$ cat src/rtl/seg_scan_ctrl.sv
// seg_scan_ctrl: scan controller for an 8-digit common-anode seven-segment display.
// Each scan_tick advances one digit slot. Every slot starts with an all-off
// blanking gap of BLANK_CYCLES clocks, then drives the digit. Display contents
// are held in a shadow register that is reloaded only at frame boundaries.
// Optional feature macro: SEG_LZB_EN (leading-zero blanking). When it is
// undefined, only the enable mask controls which digits are visible.
//
// Load handshake: the requester raises load_req and holds it, together with
// stable data_in/dp_in/en_in, until it sees load_ack. load_ack is a one-cycle
// pulse, registered, and marks the boundary at which the inputs were captured
// into the shadow. A load_req that is low at a boundary leaves the shadow as is.
module seg_scan_ctrl #(
    parameter int unsigned BLANK_CYCLES = 1000
) (
    input  logic        clk_in,
    input  logic        reset,
    input  logic        scan_tick,
    input  logic [31:0] data_in,
    input  logic [7:0]  dp_in,
    input  logic [7:0]  en_in,
    input  logic        load_req,
    output logic        load_ack,
    output logic [7:0]  an,
    output logic [6:0]  seg,
    output logic        dp,
    output logic        frame_start,
    output logic [1:0]  state_dbg
);

    typedef enum logic [1:0] {
        S_WAIT  = 2'd0,
        S_BLANK = 2'd1,
        S_DRIVE = 2'd2
    } state_t;

    // Counter reload value: the gap lasts BLANK_CYCLES clocks, counting down to zero.
    localparam bit          BLANK_ZERO = (BLANK_CYCLES == 0);
    localparam logic [15:0] BLANK_LOAD = BLANK_ZERO ? 16'd0 : 16'(BLANK_CYCLES - 1);

    state_t      state, state_nxt;
    logic [2:0]  digit_idx, idx_nxt;
    logic [15:0] blank_cnt, cnt_nxt;

    logic [31:0] sh_data, sh_data_nxt;
    logic [7:0]  sh_dp, sh_dp_nxt;
    logic [7:0]  sh_en, sh_en_nxt;

    logic        boundary;
    logic        start_slot;
    logic        load_take;
    logic [7:0]  lzb_ok;
    logic        lzb_acc;
    logic        visible;
    logic [3:0]  nibble;

    logic [7:0]  an_nxt;
    logic [6:0]  seg_nxt;
    logic        dp_nxt;

    // Active-low segment pattern for one hex nibble, bit order g..a.
    function automatic logic [6:0] hex7(input logic [3:0] n);
        logic [6:0] s;
        case (n)
            4'h0:    s = 7'b1000000;
            4'h1:    s = 7'b1111001;
            4'h2:    s = 7'b0100100;
            4'h3:    s = 7'b0110000;
            4'h4:    s = 7'b0011001;
            4'h5:    s = 7'b0010010;
            4'h6:    s = 7'b0000010;
            4'h7:    s = 7'b1111000;
            4'h8:    s = 7'b0000000;
            4'h9:    s = 7'b0010000;
            4'hA:    s = 7'b0001000;
            4'hB:    s = 7'b0000011;
            4'hC:    s = 7'b1000110;
            4'hD:    s = 7'b0100001;
            4'hE:    s = 7'b0000110;
            default: s = 7'b0001110;
        endcase
        return s;
    endfunction

    // Next-state logic: slot sequencing, blank counter, frame boundary and shadow load.
    always_comb begin
        state_nxt  = state;
        idx_nxt    = digit_idx;
        cnt_nxt    = blank_cnt;
        boundary   = 1'b0;
        start_slot = 1'b0;

        case (state)
            S_WAIT: begin
                if (scan_tick) begin
                    boundary   = 1'b1;
                    start_slot = 1'b1;
                    idx_nxt    = 3'd0;
                end
            end
            S_BLANK: begin
                // Ticks arriving during the gap are intentionally ignored.
                if (blank_cnt == 16'd0) begin
                    state_nxt = S_DRIVE;
                end else begin
                    cnt_nxt = blank_cnt - 16'd1;
                end
            end
            S_DRIVE: begin
                if (scan_tick) begin
                    start_slot = 1'b1;
                    idx_nxt    = digit_idx + 3'd1;
                    boundary   = (digit_idx == 3'd7);
                end
            end
            default: begin
                state_nxt = S_WAIT;
            end
        endcase

        if (start_slot) begin
            if (BLANK_ZERO) begin
                state_nxt = S_DRIVE;
            end else begin
                state_nxt = S_BLANK;
                cnt_nxt   = BLANK_LOAD;
            end
        end

        load_take   = boundary & load_req;
        sh_data_nxt = load_take ? data_in : sh_data;
        sh_dp_nxt   = load_take ? dp_in   : sh_dp;
        sh_en_nxt   = load_take ? en_in   : sh_en;
    end

    // Visibility mask from leading-zero blanking; digit 0 is governed by en only.
    always_comb begin
        lzb_ok  = 8'hFF;
        lzb_acc = 1'b0;
`ifdef SEG_LZB_EN
        for (int k = 7; k >= 0; k--) begin
            lzb_acc   = lzb_acc | (|sh_data_nxt[4*k +: 4]);
            lzb_ok[k] = lzb_acc;
        end
        lzb_ok[0] = 1'b1;
`else
        lzb_acc = 1'b0;
`endif
    end

    // Output values for the next cycle, derived from next state and next shadow.
    always_comb begin
        nibble  = sh_data_nxt[{idx_nxt, 2'b00} +: 4];
        visible = (state_nxt == S_DRIVE) && sh_en_nxt[idx_nxt] && lzb_ok[idx_nxt];
        an_nxt  = 8'hFF;
        seg_nxt = 7'h7F;
        dp_nxt  = 1'b1;
        if (visible) begin
            an_nxt  = ~(8'b0000_0001 << idx_nxt);
            seg_nxt = hex7(nibble);
            dp_nxt  = ~sh_dp_nxt[idx_nxt];
        end
    end

    // State, shadow and registered outputs; async reset clears everything.
    always_ff @(posedge clk_in or posedge reset) begin
        if (reset) begin
            state       <= S_WAIT;
            digit_idx   <= 3'd0;
            blank_cnt   <= 16'd0;
            sh_data     <= 32'd0;
            sh_dp       <= 8'd0;
            sh_en       <= 8'd0;
            an          <= 8'hFF;
            seg         <= 7'h7F;
            dp          <= 1'b1;
            load_ack    <= 1'b0;
            frame_start <= 1'b0;
        end else begin
            state       <= state_nxt;
            digit_idx   <= idx_nxt;
            blank_cnt   <= cnt_nxt;
            sh_data     <= sh_data_nxt;
            sh_dp       <= sh_dp_nxt;
            sh_en       <= sh_en_nxt;
            an          <= an_nxt;
            seg         <= seg_nxt;
            dp          <= dp_nxt;
            load_ack    <= load_take;
            frame_start <= boundary;
        end
    end

    assign state_dbg = state;

endmodule

$ cat config.mk
export PLATFORM = sky130hd
export DESIGN_NAME = seg_scan_ctrl
export DESIGN_NICKNAME = d
export VERILOG_FILES = /design/src/rtl/seg_scan_ctrl.sv
export SDC_FILE = /design/constraint.sdc
export NUM_CORES = 1
export LEC_CHECK = 0
export BUFFER_PORTS_ARGS = -buffer_cell sky130_fd_sc_hd__buf_2
export CORE_MARGIN = 2
export CORE_UTILIZATION = 50
export DETAILED_ROUTE_END_ITERATION = 10
export HOLD_SLACK_MARGIN = 0.15
export PLACE_DENSITY_LB_ADDON = 0.3
export SYNTH_ARGS = -nofsm -noshare
export SYNTH_HDL_FRONTEND = slang
export SYNTH_SLANG_ARGS = --single-unit
$ cat constraint.sdc
create_clock -name clk_in -period 3 [get_ports clk_in]
set_clock_uncertainty 0.15 [all_clocks]
set_input_delay 0.45 -clock clk_in [delete_from_list [all_inputs] [get_ports clk_in]]
set_output_delay 0.45 -clock clk_in [all_outputs]
set_load 0.01 [all_outputs]
; After elaboration in Yosys (flattened, before gate mapping)
; Memories as Yosys holds them, arrays and structs flattened.
; Index checks and enable logic that the tools add are counted.
[totals]
mem_bits_ro = 120
regBits = 87
output_inout_bits = 20
mem_count = 2
wordCells = 57
inputBits = 52
[mem_list]
columns = memory, words, word_bits, rd, rd_ports_with_merged_regs, wr, line
row1 = (name not given), 16, 7, 1, 0, 0, 63  ; case (n)
row2 = (name not given), 8, 1, 1, 0, 0, 153  ; visible = (state_nxt == S_DRIVE) && sh_en_nxt[idx_nxt] && lzb_ok[idx_nxt];
[classes]
bitwise = 3
n_reduce_logical = 7
addsub = 2
magnitude_cmp = 1
n_shift = 2
n_eq_ne = 5
mux = 24
[op_table]
columns = cell, count
row1 = 2-to-1 mux 16 bit, 3
row2 = 2-to-1 mux 32 bit, 1
row3 = variable part select 32 x 6 -> 4 bit, 1
row4 = 2-to-1 mux 8 bit, 3
row5 = zero test 16 bit, 1
row6 = subtractor 16 x 1 -> 16 bit (second input constant), 1
row7 = inverter 8 bit, 1
row8 = left shift 1 x 3 -> 8 bit (first input constant), 1
row9 = 2-to-1 mux 1 bit, 7
row10 = 2-to-1 mux 7 bit, 1
row11 = binary-select mux 1 bit (select 3 bit), 2
row12 = 2-to-1 mux 3 bit, 2
row13 = one-hot mux 3 bit (2 select lines), 1
row14 = == test 2 bit (second input constant), 2
row15 = < comparator 3 x 4 -> 1 bit (second input constant), 1
row16 = 2-to-1 mux 2 bit, 2
row17 = one-hot mux 2 bit (2 select lines), 1
row18 = adder 3 x 1 -> 3 bit (second input constant), 1
row19 = == test 3 bit (second input constant), 1
row20 = == test 2 x 1 -> 1 bit (second input constant), 1
row21 = logical AND 1 bit, 2
row22 = zero test 2 bit, 1
row23 = inequality test 2 bit (second input constant), 1
row24 = one-hot mux 1 bit (2 select lines), 1
row25 = 5 further kinds, 5

; Longest topological paths before layout
[logic_depth]
word_depth = 10
mapped_depth = 15
ltp_nobuf = 14

; Worst setup path after synthesis
; Ideal clock, no wire load.
[synth_timing]
path_kind = input port to flip-flop
start = input port scan_tick
end = register seg[5]
path_buffers = 1
t_arrival_ns = 3.086
cell_stages = 14
path_slack_ns = -0.325
required_ns = 2.762
setup_time_ns = 0.088
cell_sequence = inv_1 > ha_1 > and2_1 > o31a_1 > inv_2 > buf_2 > nor2_1 > or3_1 > a31oi_1 > inv_1 > ha_1 > mux2_2 > nand2_1 > o211ai_1
[synth_via]
word_cells_on_any_way = 21
cone_classes = 1 x eq/ne / 1 x shift / 14 x mux / 1 x bitwise / 2 x reduce/logical / 2 x memory
[synth_lines]
columns = element, line
row1 = "start, declared", 17  ; input logic scan_tick,
row2 = "2-to-1 mux 3 bit, on equally long branches", "109, 94"
row3 = one-hot mux 3 bit (2 select lines) *, 92  ; case (state)
row4 = via idx_nxt[0], 41  ; logic [2:0] digit_idx, idx_nxt;
row5 = branches (longest 4 deep; another with memory read (16 x 7 bit)), n/a
row6 = 2-to-1 mux 7 bit *, 157  ; if (visible) begin
row7 = via seg_nxt[5], 57  ; logic [6:0] seg_nxt;
row8 = "end signal, assigned", 186  ; seg <= seg_nxt;
row9 = "end, declared", 24  ; output logic [6:0] seg,
; Mark *: on every way through the listed nets, which the timed path passes. The select of a mux whose other input is x is not followed.
; A chain may end at the register's enable or synchronous reset.

; Worst setup path in the final report
[layout_timing]
start = register digit_idx[0]
end = register seg[3]
[layout_via]
word_cells_on_any_way = 19
cone_classes = 1 x add/sub / 1 x eq/ne / 1 x shift / 11 x mux / 1 x bitwise / 2 x reduce/logical / 2 x memory
[layout_lines]
columns = element, line
row1 = "start, declared", 41
row2 = "start signal, assigned", 180  ; digit_idx <= idx_nxt;
row3 = == test 3 bit, 112  ; boundary = (digit_idx == 3'd7);
row4 = 2-to-1 mux 1 bit, 109  ; if (scan_tick) begin
row5 = one-hot mux 1 bit (2 select lines), 92
row6 = bitwise AND 1 bit, 129  ; load_take = boundary & load_req;
row7 = 2-to-1 mux 32 bit, 130  ; sh_data_nxt = load_take ? data_in : sh_data;
row8 = via sh_data_nxt[4], 44  ; logic [31:0] sh_data, sh_data_nxt;
row9 = variable part select 32 x 6 -> 4 bit, 152  ; nibble = sh_data_nxt[{idx_nxt, 2'b00} +: 4];
row10 = memory read (16 x 7 bit), n/a
row11 = 2-to-1 mux 7 bit, 157
row12 = via seg_nxt[3], 57
; The timed path passes the listed nets, and every way through them passes these cells. The select of a mux whose other input is x is not followed.

==> impl_results.md <==
* Outcome: finished, violations left
* Failing checks: setup timing
* Max stage delay on crit path at around 0.52 ns
* Htree depth at 3
* GRT Total Usage at 22.6%
* Insertion delay to the later sink of the worst-skew pair at about 0.35 ns
* Buf+Inv Stages, Crit Path at 0
* # clock sinks at 87
* CTS Buf Count at 9
* Internal power at 1.57 mW
* LEAKAGE at 2.57 nW
* Worst Max-Slew Pin Slew at slightly above 0.7 ns
* Area growth from synthesis to layout at 29.3%
* Reg clk slew, reported paths at 0.08 ns
* Post-route ant nets at 0
* Cell Pwr Density at 379 nW/um^2
* Final hold vios at 0
* Slowest cell on the critical path: mux4_2
* Asr flop ratio synth at 100%
* Worst VDD drop at between 200 and 300 uV
* DR vias/cell at 5.29
* Residual DRC at 0
* P_sw at 0.473 mW
* Vias in the first global route at 3236
* # rows at 33
* Nets at 566
* Worst Hold End: sh_dp[4]$_DFF_PP0_
* Commonest non-fill, non-tap cell in the layout: nand2_1
* Die Wd at 95.2 um
* Post-DP Area at about 5000 um^2
* R2r setup slk at -0.12 ns
* Worst reg2reg path endpoint: seg[3]$_DFF_PP1_
* RSZ-0062 raised after global routing: true
* Reg-to-reg startpoint: digit_idx[0]$_DFF_PP0_
* Antenna diode count at 0
* Post-synth net total at around 450
* Switch share at between 20% and 30%
* Fin crit share at 104%
* GRT overflow at 0
* Hold/Removal Path Class: input port to flop
* CP Class: flop to flop
* Synth Register Bits at 87
* Ratio of cells with drive above 1 in the final layout at between 40% and 50%
* Req. time, crit path at 3.14 ns
* Routability cong. at 0.825
* Gate power share at 5.2%
* Clock Path Buffers at 2
* Clk pwr share at 34.8%
* Yosys warning total at 0
* F_max at 320 MHz
* Pin count of the biggest net entering global routing at 48
* Drt initial violations at 130
* Startpoint types: flop
* Root Buffer: clkbuf_8
* CP max FO at 8
* Final Max Tran Viols at 0
* Post-synthesis sequential area ratio at 52.8%
* Post-synth EDFFs at 0
* Total Wirelength at 9610 um
* Core Area at 8130 um^2
* Reg2Reg Depth at 12
* Fin area at 5380 um^2
* CTS tree: yes
* Number of max-cap violations at 0
* Synthesized area at about 4200 um^2
* Mean post-synth cell area at 10.8 um^2
* Filler cells at 608
* Sequential power share at about three fifths
* Post-synth top flop: dfrtp_1
* WHS Path Cells at 3
* Total number of vias at ~3200
* Initial antenna violation count at 0
* DR pass1 iterations at 4
* Initial Utilization at 51.2%
* Die area at roughly 9100 um^2
* Delay-heaviest family, CP: multiplexers
* Worst hold start: dp_in[4]
* Syn Inst Count at 387
* Commonest cells after routing, fill and taps aside: nand2_1, dfrtp_1, buf_2
* I/O Pins at 72
* Yosys cell types at 54
* Rel. slew slack at 51.6%
* Crit path DAT at 3.26 ns
* Wire per inst at 15.7 um
* Crit end category: flop
* Global-route wire length before repair at approximately 16000 um
* Die height at 95.2 um
* Crit path cell chain: ha_2 -> ha_4 -> nand2b_4 -> nand2_8 -> mux2_4 -> mux4_2 -> nor2_4 -> a31oi_4 -> ha_4 -> mux2_4 -> mux2i_1 -> nand2_1
* Post-DP HPWL at 6910 um
* Worst setup margin at -0.122 ns
* Port bufs at 71
* Setup-failing EPs final at 7
* Min Tclk post-route at 3.12 ns
* Power Total at 2.04 mW
## registers in the layout, summed over array words and instances, names as in the netlist, 2 cells and up
name and count:
an 8, sh_data 32, blank_cnt 16, sh_dp 8, seg 7, sh_en 8, digit_idx 3, state_dbg 2
## repair_timing
| item | CTS | global route |
|---|---|---|
| pin swaps | 7 | 16 |
| endpoints found under the setup margin | 8 | 8 |
| buffers inserted | 2 | 2 |
| gates resized for setup | 18 | 13 |
| endpoints found under the hold margin | 35 | 0 |
| hold buffers | 3 | 0 |
| gates cloned | 1 | 0 |
## cells in the mapped netlist, types with 2 or more instances
| cell type | instances | area (um^2) |
|---|---|---|
| inv_1 | 17 | 63.8 |
| nand3b_1 | 2 | 15.0 |
| nor4_1 | 4 | 25.0 |
| dfstp_2 | 16 | 420 |
| o21a_1 | 2 | 15.0 |
| buf_2 | 6 | 30.0 |
| a31oi_1 | 2 | 12.5 |
| nor2b_1 | 3 | 18.8 |
| a21oi_1 | 4 | 20.0 |
| ha_1 | 10 | 125 |
| inv_2 | 2 | 7.51 |
| or2_2 | 2 | 12.5 |
| mux2i_1 | 8 | 80.1 |
| nand2_1 | 83 | 312 |
| or3_1 | 9 | 56.3 |
| clkbuf_1 | 5 | 18.8 |
| nor2_1 | 30 | 113 |
| o221ai_1 | 5 | 43.8 |
| nor3_1 | 5 | 25.0 |
| mux4_2 | 5 | 113 |
| o21ai_0 | 6 | 30.0 |
| a2111oi_2 | 2 | 30.0 |
| xnor2_1 | 10 | 87.6 |
| buf_6 | 2 | 22.5 |
| dfrtp_1 | 71 | 1780 |
| o22ai_1 | 2 | 12.5 |
| nand3_1 | 6 | 30.0 |
| o211ai_1 | 6 | 45.0 |
| xor2_1 | 2 | 17.5 |
| mux2_2 | 30 | 338 |
| nand2b_1 | 6 | 37.5 |
| o311ai_0 | 2 | 17.5 |
## worst register-to-register path: stages, from the launching register on
cell	delay, ns
dfrtp_1	0.42
ha_2	0.22
ha_4	0.16
nand2b_4	0.20
nand2_8	0.16
mux2_4	0.32
mux4_2	0.52
nor2_4	0.14
a31oi_4	0.07
ha_4	0.21
mux2_4	0.25
mux2i_1	0.16
nand2_1	0.07
## stage by stage
step	hold WS, ns	util (%)	TNS, ns	setup WS (ns)	std cells
final	0.164	66.1	-0.454	-0.122	613
after global routing	0.169	66.1	-1.21	-0.213	613
after CTS	0.158	65.2	-0.210	-0.0732	611
after detailed placement	0.311	61.3	-0.920	-0.192	590
after global placement	0.310	61.3	-0.670	-0.145	590
after floorplan	0.286	-	-0.0176	-0.0128	387
## layout make-up
type                    instances  area (um^2)  area share [%]
repair buffers                120          771            14.3
clock buffers                  11          141            2.63
well taps                     105          131            2.44
clock inverters                 4         22.5           0.419
flip-flops and latches         87         2200            40.8
inverters                      20         78.8            1.47
multi-input cells             266         2040            37.9
## power groups by stage
stage               Clock (mW)  Sequential [mW]  Combinational (mW)
floorplan                    0             1.24              0.0498
global placement             0             1.25               0.101
detailed placement           0             1.25               0.103
CTS                      0.723             1.22               0.107
global route             0.778             1.23               0.120
finish                   0.710             1.22               0.105
## worst max-delay path by stage
stage	depth (start not counted)	to	start
6_report	12	seg[3]$_DFF_PP1_	digit_idx[0]$_DFF_PP0_
5_1_grt	13	seg[3]$_DFF_PP1_	digit_idx[0]$_DFF_PP0_
4_1_cts	14	seg[5]$_DFF_PP1_	digit_idx[0]$_DFF_PP0_
3_5_place_dp	14	seg[3]$_DFF_PP1_	scan_tick
3_3_place_gp	14	seg[3]$_DFF_PP1_	scan_tick
2_1_floorplan	12	seg[1]$_DFF_PP1_	scan_tick
## per-layer routing
| layer | GRT usage (%) | vias up | routed length, um |
|---|---|---|---|
| met5 | 0 | - | 0 |
| met4 | 9.66 | 0 | 227 |
| met3 | 3.32 | 15 | 421 |
| met2 | 35.4 | 88 | 4570 |
| met1 | 31.5 | 1578 | 4390 |
| li1 | - | 1562 | - |
## kinds of logic after synthesis
family | share of synthesized area (%)
compound gates | 7.61
buf+inv | 3.79
xor+xnor | 2.53
flops | 52.8
simple gates | 17.3
fa+ha+maj | 3.01
mux | 13.0
No activity file was read; power rests on OpenSTA's default activity.
